--- config.mk ---
export PLATFORM = sky130hd
export DESIGN_NAME = instr_ctrl_fsm
export DESIGN_NICKNAME = d
export VERILOG_FILES = /design/src/rtl/cr16_pkg.sv /design/src/rtl/imm_ext.sv /design/src/rtl/instr_ctrl_fsm.sv
export SDC_FILE = /design/constraint.sdc
export NUM_CORES = 1
export LEC_CHECK = 0
export CORE_UTILIZATION = 49
export CTS_CLUSTER_DIAMETER = 30
export CTS_CLUSTER_SIZE = 40
export DETAILED_ROUTE_END_ITERATION = 10
export PLACE_DENSITY = 0.89
export SYNTH_ARGS = -nofsm -noshare
export SYNTH_HDL_FRONTEND = slang
export SYNTH_SLANG_ARGS = --single-unit
export TNS_END_PERCENT = 100
--- constraint.sdc ---
create_clock -name clk -period 3 [get_ports clk]
set_input_delay 0.45 -clock clk [delete_from_list [all_inputs] [get_ports clk]]
set_output_delay 0.45 -clock clk [all_outputs]
set_load 0.005 [all_outputs]
--- src/rtl/cr16_pkg.sv ---
// Shared definitions for the CR16 baseline-ISA decode/control stage.
//   - ALU opcode constants, writeback-source encodings
//   - FSM state encoding, execution-path and immediate-mode encodings
//   - instruction op/ext field constants
//   - decode_instr(): maps op/ext fields to a control bundle
// Configuration macro: IMM_SHIFT_EN (when defined, LSHI is decoded as SLL with an immediate
// shift amount; otherwise LSHI is an unsupported encoding).
package cr16_pkg;

    // ALU opcodes
    localparam logic [3:0] AluAnd = 4'd0;
    localparam logic [3:0] AluOr  = 4'd1;
    localparam logic [3:0] AluXor = 4'd2;
    localparam logic [3:0] AluAdd = 4'd3;
    localparam logic [3:0] AluSub = 4'd4;
    localparam logic [3:0] AluNot = 4'd5;
    localparam logic [3:0] AluSll = 4'd6;
    localparam logic [3:0] AluSrl = 4'd7;

    // Writeback source select
    localparam logic [1:0] WbAlu = 2'd0;
    localparam logic [1:0] WbMem = 2'd1;
    localparam logic [1:0] WbImm = 2'd2;
    localparam logic [1:0] WbRfb = 2'd3;

    // Primary opcode field instr[15:12]
    localparam logic [3:0] OpRtype   = 4'b0000;
    localparam logic [3:0] OpAndi    = 4'b0001;
    localparam logic [3:0] OpOri     = 4'b0010;
    localparam logic [3:0] OpXori    = 4'b0011;
    localparam logic [3:0] OpSpecial = 4'b0100;
    localparam logic [3:0] OpAddi    = 4'b0101;
    localparam logic [3:0] OpShift   = 4'b1000;
    localparam logic [3:0] OpSubi    = 4'b1001;
    localparam logic [3:0] OpCmpi    = 4'b1011;
    localparam logic [3:0] OpBcond   = 4'b1100;
    localparam logic [3:0] OpMovi    = 4'b1101;
    localparam logic [3:0] OpLui     = 4'b1111;

    // Extended opcode field instr[7:4]
    localparam logic [3:0] ExtAnd  = 4'b0001;
    localparam logic [3:0] ExtOr   = 4'b0010;
    localparam logic [3:0] ExtXor  = 4'b0011;
    localparam logic [3:0] ExtAdd  = 4'b0101;
    localparam logic [3:0] ExtSub  = 4'b1001;
    localparam logic [3:0] ExtCmp  = 4'b1011;
    localparam logic [3:0] ExtMov  = 4'b1101;
    localparam logic [3:0] ExtLsh  = 4'b0100;
    localparam logic [3:0] ExtLoad = 4'b0000;
    localparam logic [3:0] ExtStor = 4'b0100;

    typedef enum logic [2:0] {
        StIdle,
        StDecode,
        StExec,
        StMem,
        StWb
    } state_e;

    typedef enum logic [1:0] {
        PathExec,
        PathMem,
        PathWb
    } path_e;

    typedef enum logic [1:0] {
        ImmZero,
        ImmSign,
        ImmUpper,
        ImmShift
    } imm_mode_e;

    typedef struct packed {
        logic       valid;
        logic [3:0] alu_op;
        logic       set_znl;
        logic       use_imm;
        imm_mode_e  imm_mode;
        logic [1:0] wb_sel;
        path_e      path;
        logic       mem_we;
    } dec_t;

    function automatic dec_t decode_instr(input logic [3:0] op, input logic [3:0] ext);
        dec_t d;
        d          = '0;
        d.imm_mode = ImmZero;
        d.path     = PathExec;
        d.wb_sel   = WbAlu;
        case (op)
            OpRtype: begin
                d.valid = 1'b1;
                case (ext)
                    ExtAnd: d.alu_op = AluAnd;
                    ExtOr:  d.alu_op = AluOr;
                    ExtXor: d.alu_op = AluXor;
                    ExtAdd: d.alu_op = AluAdd;
                    ExtSub: d.alu_op = AluSub;
                    ExtCmp: begin
                        d.alu_op  = AluSub;
                        d.set_znl = 1'b1;
                    end
                    ExtMov: begin
                        d.path   = PathWb;
                        d.wb_sel = WbRfb;
                    end
                    default: d.valid = 1'b0;
                endcase
            end
            OpAndi, OpOri, OpXori: begin
                d.valid   = 1'b1;
                d.use_imm = 1'b1;
                d.alu_op  = (op == OpAndi) ? AluAnd : (op == OpOri) ? AluOr : AluXor;
            end
            OpAddi, OpSubi, OpCmpi: begin
                d.valid    = 1'b1;
                d.use_imm  = 1'b1;
                d.imm_mode = ImmSign;
                d.alu_op   = (op == OpAddi) ? AluAdd : AluSub;
                d.set_znl  = (op == OpCmpi);
            end
            OpMovi: begin
                d.valid   = 1'b1;
                d.use_imm = 1'b1;
                d.path    = PathWb;
                d.wb_sel  = WbImm;
            end
            OpLui: begin
                d.valid    = 1'b1;
                d.use_imm  = 1'b1;
                d.imm_mode = ImmUpper;
                d.path     = PathWb;
                d.wb_sel   = WbImm;
            end
            OpShift: begin
                if (ext == ExtLsh) begin
                    // Signed Rsrc amount; the ALU shifts right on negative values.
                    d.valid  = 1'b1;
                    d.alu_op = AluSll;
                end
`ifdef IMM_SHIFT_EN
                else if (ext[3:1] == 3'b000) begin
                    d.valid    = 1'b1;
                    d.alu_op   = AluSll;
                    d.use_imm  = 1'b1;
                    d.imm_mode = ImmShift;
                end
`endif
            end
            OpSpecial: begin
                if (ext == ExtLoad) begin
                    d.valid  = 1'b1;
                    d.path   = PathMem;
                    d.wb_sel = WbMem;
                end else if (ext == ExtStor) begin
                    d.valid  = 1'b1;
                    d.path   = PathMem;
                    d.mem_we = 1'b1;
                end
            end
            default: d.valid = 1'b0; // Bcond and unlisted opcodes
        endcase
        return d;
    endfunction

endpackage

--- src/rtl/imm_ext.sv ---
// Combinational immediate extender for the decode path.
// Ports:
//   imm8     in   8      raw immediate field instr[7:0]
//   mode     in   2      ImmZero / ImmSign / ImmUpper / ImmShift
//   imm_out  out  WIDTH  extended immediate
// ImmShift: imm8[4] is the direction bit, imm8[3:0] the magnitude; result is +/-amt.
module imm_ext
    import cr16_pkg::*;
#(
    parameter int unsigned WIDTH = 16
) (
    input  logic [7:0]       imm8,
    input  imm_mode_e        mode,
    output logic [WIDTH-1:0] imm_out
);

    logic [WIDTH-1:0] amt;

    assign amt = {{(WIDTH-4){1'b0}}, imm8[3:0]};

    always_comb begin
        imm_out = '0;
        unique case (mode)
            ImmZero:  imm_out = {{(WIDTH-8){1'b0}}, imm8};
            ImmSign:  imm_out = {{(WIDTH-8){imm8[7]}}, imm8};
            ImmUpper: imm_out = {imm8, {(WIDTH-8){1'b0}}};
            ImmShift: imm_out = imm8[4] ? (~amt + 1'b1) : amt;
            default:  imm_out = '0;
        endcase
    end

endmodule

--- src/rtl/instr_ctrl_fsm.sv ---
// Multi-cycle decode/control stage upstream of the ALU and register file.
// Sequences IDLE -> DECODE -> {EXEC | MEM | WB | IDLE}, EXEC -> WB/IDLE, MEM -> WB/IDLE,
// WB -> IDLE. Decoded operand/writeback fields are registered on leaving DECODE and held
// through WB; strobes (alu_op, set_znl, rf_wr_en, mem_req, ctrl_unsup) are decoded from state.
// Ports:
//   clk, rst_n                 clock, async active-low reset
//   instr, instr_valid         instruction handshake in; instr_ready out (IDLE only)
//   alu_op, set_znl            ALU controls, valid in EXEC only
//   rd_addr_a, rd_addr_b       RF read addresses (Rdest, Rsrc)
//   use_imm, imm_out           ALU in2 select and extended immediate
//   rf_wr_en, rf_wr_addr, wb_sel   writeback controls
//   mem_req, mem_we, mem_ack   memory handshake
//   ctrl_unsup                 pulse when an unsupported encoding is retired as NOP
// Configuration macro: IMM_SHIFT_EN enables LSHI decoding (see cr16_pkg).
module instr_ctrl_fsm
    import cr16_pkg::*;
#(
    parameter int unsigned WIDTH = 16,
    parameter int unsigned RADDR = 4
) (
    input  logic             clk,
    input  logic             rst_n,
    input  logic [15:0]      instr,
    input  logic             instr_valid,
    output logic             instr_ready,
    output logic [3:0]       alu_op,
    output logic             set_znl,
    output logic [RADDR-1:0] rd_addr_a,
    output logic [RADDR-1:0] rd_addr_b,
    output logic             use_imm,
    output logic [WIDTH-1:0] imm_out,
    output logic             rf_wr_en,
    output logic [RADDR-1:0] rf_wr_addr,
    output logic [1:0]       wb_sel,
    output logic             mem_req,
    output logic             mem_we,
    input  logic             mem_ack,
    output logic             ctrl_unsup
);

    state_e           state_q, state_d;
    logic             ready_en_q;
    logic [15:0]      ir_q;
    dec_t             dec;
    logic [WIDTH-1:0] imm_val;
    logic             accept;
    logic             dec_load;

    logic [RADDR-1:0] rd_addr_a_q, rd_addr_b_q, rf_wr_addr_q;
    logic [WIDTH-1:0] imm_q;
    logic             use_imm_q;
    logic [1:0]       wb_sel_q;
    logic [3:0]       alu_op_q;
    logic             set_znl_q;
    logic             mem_we_q;

    assign dec = decode_instr(ir_q[15:12], ir_q[7:4]);

    imm_ext #(
        .WIDTH (WIDTH)
    ) u_imm_ext (
        .imm8    (ir_q[7:0]),
        .mode    (dec.imm_mode),
        .imm_out (imm_val)
    );

    // ready_en_q keeps instr_ready low while in reset and until the first edge after release.
    assign accept   = ready_en_q && (state_q == StIdle) && instr_valid;
    assign dec_load = (state_q == StDecode) && dec.valid;

    // State register
    always_ff @(posedge clk or negedge rst_n) begin
        if (!rst_n) begin
            state_q <= StIdle;
        end else begin
            state_q <= state_d;
        end
    end

    // IR and decoded-field registers
    always_ff @(posedge clk or negedge rst_n) begin
        if (!rst_n) begin
            ready_en_q   <= 1'b0;
            ir_q         <= '0;
            rd_addr_a_q  <= '0;
            rd_addr_b_q  <= '0;
            rf_wr_addr_q <= '0;
            imm_q        <= '0;
            use_imm_q    <= 1'b0;
            wb_sel_q     <= '0;
            alu_op_q     <= '0;
            set_znl_q    <= 1'b0;
            mem_we_q     <= 1'b0;
        end else begin
            ready_en_q <= 1'b1;
            if (accept) begin
                ir_q <= instr;
            end
            if (dec_load) begin
                rd_addr_a_q  <= ir_q[11:8];
                rd_addr_b_q  <= ir_q[3:0];
                rf_wr_addr_q <= ir_q[11:8];
                imm_q        <= imm_val;
                use_imm_q    <= dec.use_imm;
                wb_sel_q     <= dec.wb_sel;
                alu_op_q     <= dec.alu_op;
                set_znl_q    <= dec.set_znl;
                mem_we_q     <= dec.mem_we;
            end
        end
    end

    // Next-state logic
    always_comb begin
        state_d = state_q;
        unique case (state_q)
            StIdle: begin
                if (accept) state_d = StDecode;
            end
            StDecode: begin
                if (!dec.valid) begin
                    state_d = StIdle;
                end else begin
                    unique case (dec.path)
                        PathExec: state_d = StExec;
                        PathMem:  state_d = StMem;
                        PathWb:   state_d = StWb;
                        default:  state_d = StIdle;
                    endcase
                end
            end
            StExec: state_d = set_znl_q ? StIdle : StWb; // compares have no writeback
            StMem: begin
                if (mem_ack) state_d = mem_we_q ? StIdle : StWb;
            end
            StWb:    state_d = StIdle;
            default: state_d = StIdle;
        endcase
    end

    // Output logic
    always_comb begin
        instr_ready = ready_en_q && (state_q == StIdle);
        alu_op      = '0;
        set_znl     = 1'b0;
        rf_wr_en    = 1'b0;
        mem_req     = 1'b0;
        mem_we      = 1'b0;
        ctrl_unsup  = 1'b0;
        unique case (state_q)
            StDecode: ctrl_unsup = !dec.valid;
            StExec: begin
                alu_op  = alu_op_q;
                set_znl = set_znl_q;
            end
            StMem: begin
                mem_req = 1'b1;
                mem_we  = mem_we_q;
            end
            StWb:    rf_wr_en = 1'b1;
            default: ;
        endcase
    end

    assign rd_addr_a  = rd_addr_a_q;
    assign rd_addr_b  = rd_addr_b_q;
    assign rf_wr_addr = rf_wr_addr_q;
    assign imm_out    = imm_q;
    assign use_imm    = use_imm_q;
    assign wb_sel     = wb_sel_q;

endmodule

==> results by group <==
STA
  – Clock skew: 0.00467 ns
  – Actual slew at the worst max-slew pin: 0.774 ns
  – Post-route setup slack: 0.234 ns
  – Fin Setup TNS: 0 ns
  – Final setup fails: 0
  – Final count of hold timing violations: 0
  – RSZ-0062 raised after global routing: no
  – Final Cycle Share: 92.2%
  – Pins Over Slew Limit: 0
  – Max frequency: 362 MHz
  – Final min period: 2.77 ns
  – Slew margin rel.: 48.2%

Floorplan
  – Die width: 74.1 um
  – Die Area: 0.00549 sq mm
  – Initial Util: 52.6%
  – Die Ht: 74.1 um
  – Core Box Area: 0.00485 sq mm
  – # IOs: 61
  – Row count: 25

Logic synthesis
  – Mapped Cells: 234
  – Syn. warnings: 0
  – Mean Syn Cell Area: 10.9 sq um
  – Netlist cell types: 45
  – Synth area leader: dfrtp_1
  – Cell area after synthesis: 0.00255 sq mm
  – Most frequent cell after synthesis: dfrtp_1
  – Post-synthesis sequential area ratio: 51.1%
  – Most frequent cells after synthesis: 52 x dfrtp_1, 19 x inv_1, 16 x mux2_1
  – Net count after synthesis: 254
  – Area contributors post-synth: dfrtp_1 51%, mux2_1 7.1%, mux2_2 6.6%
  – Post-synthesis async set-or-reset flop share: 100%
  – EDFF count, synth: 0
  – FF+latch count, synth: 52
  – Synth top area share: 51.1%
  – Post-synth top flop: dfrtp_1

Clock tree
  – Post-CTS Repair Setup Buffers: 0
  – CTS HTree Levels: 2
  – CTS sink count: 52
  – Clk Tree Root Cell: clkbuf_8
  – Worst-Skew Late Latency: 0.31 ns
  – CTS Buf Count: 5
  – TritonCTS clock tree: built
  – PostCTS Resize Cnt: 0
  – Clock Pin Slew Worst Setup and Hold Paths: 0.09 ns
  – Clock buffer depth: 2
  – Hold-fix buffers, CTS: 0

Power
  – Combinational fraction of design power: 46.0%
  – PD cells: 1010 mW/mm^2
  – Maximum vdd drop: 0.000612 V
  – Pint: 2.08 mW
  – Sequential Power Share: 41.2%
  – LEAKAGE: 1.36 nW
  – Switching share of power: 36.5%
  – Psw: 1.19 mW
  – Clock Power Share: 12.8%

Route
  – Drt pass-1 iters: 4
  – WL met1: 2.31 mm
  – Final wirelength: 5.11 mm
  – Total number of vias: 1851
  – Highest layer used for signal routing: met4
  – DRC viols: 0
  – Via/cell ratio: 5.27
  – Detail Route met2 WL: 2.38 mm
  – DR WL met3: 338 um
  – Detail-routed net length per standard cell: 14.6 um
  – Final ANT Viol Nets: 0
  – Iteration-0 DRC Markers: 72

Setup path
  – Worst path slowest cell: or4_4
  – CP bufs+invs: 1
  – Arrival time worst endpoint: 2.32 ns
  – Largest delay share family, worst path: simple AND/OR/NAND/NOR gates
  – CP Cell Sequence: or4_4 > a211o_1 > nand3_1 > nor2_1 > clkdlybuf4s50_1
  – Critical path fanouts, max: 13
  – Worst path required time: 2.55 ns
  – Critical path type: reg2out
  – CP max stage delay: 0.60 ns
  – CP endpoint kind: primary output
  – Critical Path Start Type: register

Placed design
  – Routability Congestion: 0.834
  – Port buffer count: 59
  – DP Worst Slack: 0.589 ns
  – HPWL after DPL: 3.57 mm

Cells and area
  – Fillers: 369
  – Fin nets: 303
  – Layout cell share with drive strength beyond 1: 11.3%
  – Layout area overhead: 26.8%
  – Diode count: 0

Global routing
  – Vias in the first global route: 1794
  – Largest net degree at the start of global routing: 29
  – Total track usage: 20.1%
  – GRT overflow: 0
  – Initial antenna violation count: 0
  – Global-route wire length before repair: 8.29 mm

Min path
  – Hold WC Path Type: in2async

Run status
  – Outcome: finished clean

Job
  – MaxCap Viol Count: 0
-- worst reg2reg max path: cells and delay by family, from the launching register on --
kind	cells	cell delay, ns
and+or+nand+nor	1	0.61
DFF	1	0.51
AOI/OAI and AO/OA	2	0.44
muxes	1	0.38
buffers and inverters	1	0.31
-- power by group through the flow --
stage	Sequential, mW	Clock [mW]	Combinational, mW
floorplan	1.18	0	1.09
global placement	1.33	0	1.48
detailed placement	1.36	0	1.52
CTS	1.35	0.435	1.52
global route	1.40	0.455	1.65
finish	1.35	0.421	1.51
-- path summary, 6_finish.rpt --
kind | slack (ns) | start | cells past startpoint | endpoint
max reg2reg | 0.64 | ir_q[12] | 5 | rd_addr_b[2]
max in group asynchronous | 2.11 | rst_n | 2 | imm_out[2]
max | 0.23 | ir_q[12] | 5 | ctrl_unsup
min | 0.12 | rst_n | 1 | ir_q[10]
min in group clk | 0.48 | alu_op_q[1] | 1 | alu_op_q[1]
min reg2reg | 0.48 | alu_op_q[1] | 1 | alu_op_q[1]
-- per-layer routing --
metal | vias to the layer above | global-route usage [%]
met4 | 0 | 7.69
met2 | 57 | 32.7
li1 | 889 | -
met3 | 10 | 5.83
met5 | - | 0
met1 | 895 | 25.6
-- layout by cell type, fill, tap and decap left out, types with 2 or more instances in the layout --
master / netlist / final
nor2b_1: 3 / 3
nand3_1: 2 / 2
o22ai_1: 2 / 2
buf_4: 6 / 4
nor2_1: 13 / 13
xnor2_1: 2 / 2
a22oi_1: 2 / 2
dfrtp_1: 52 / 52
o2bb2ai_1: 2 / 2
clkbuf_8: 0 / 6
conb_1: 2 / 2
nand2_1: 13 / 13
and2_1: 5 / 5
a21oi_1: 13 / 13
mux2_2: 15 / 15
mux2_1: 16 / 16
nor3_1: 2 / 2
o21ai_0: 7 / 7
nand2b_1: 4 / 4
inv_1: 19 / 19
mux2i_1: 11 / 11
clkdlybuf4s50_1: 0 / 58
a211oi_1: 2 / 2
or4_1: 2 / 2
nor3b_1: 4 / 4
-- per-stage QoR --
stage / utilization [%] / cell area, sq um / cells / hold WS [ns] / power [mW]
6_report: 66.7 / 3230 / 351 / 0.116 / 3.28
4_1_cts: 66.7 / 3230 / 351 / 0.133 / 3.31
3_3_place_gp: 64.7 / 3140 / 343 / 0.461 / 2.81
5_1_grt: 66.7 / 3230 / 351 / 0.138 / 3.50
2_1_floorplan: - / 2550 / 234 / 0.154 / 2.27
3_5_place_dp: 64.7 / 3140 / 343 / 0.472 / 2.87
-- final cells by class --
cell class / count / area (sq um) / area share [%]
clock inverter: 2 / 13.8 / 0.426
multi-input combinational: 142 / 1060 / 32.9
tap: 67 / 83.8 / 2.59
clock buffer: 6 / 82.6 / 2.56
timing repair buffer: 63 / 616 / 19.0
sequential: 52 / 1300 / 40.3
inverter: 19 / 71.3 / 2.21
-- cell families (layout without fill, tap and decap cells) --
logic type | after synthesis | count (layout) | share of synthesized area [%]
AND/OR/NAND/NOR | 60 | 60 | 13.1
flip-flops | 52 | 52 | 51.1
multiplexers | 42 | 42 | 18.0
buffers and inverters | 40 | 90 | 7.46
AO/OA/AOI/OAI | 35 | 35 | 9.08
XOR/XNOR | 3 | 3 | 1.03
other | 2 | 2 | 0.295
-- flip-flops by register name, summed over array words and instances (netlist names) --
signal / cells
ir_q: 16
rd_addr_b: 4
imm_out: 16
state_q: 3
set_znl_q: 1
mem_we_q: 1
wb_sel: 2
rf_wr_addr: 4
alu_op_q: 3
use_imm: 1
ready_en_q: 1
Note: power is estimated with default switching activity, not from simulation.
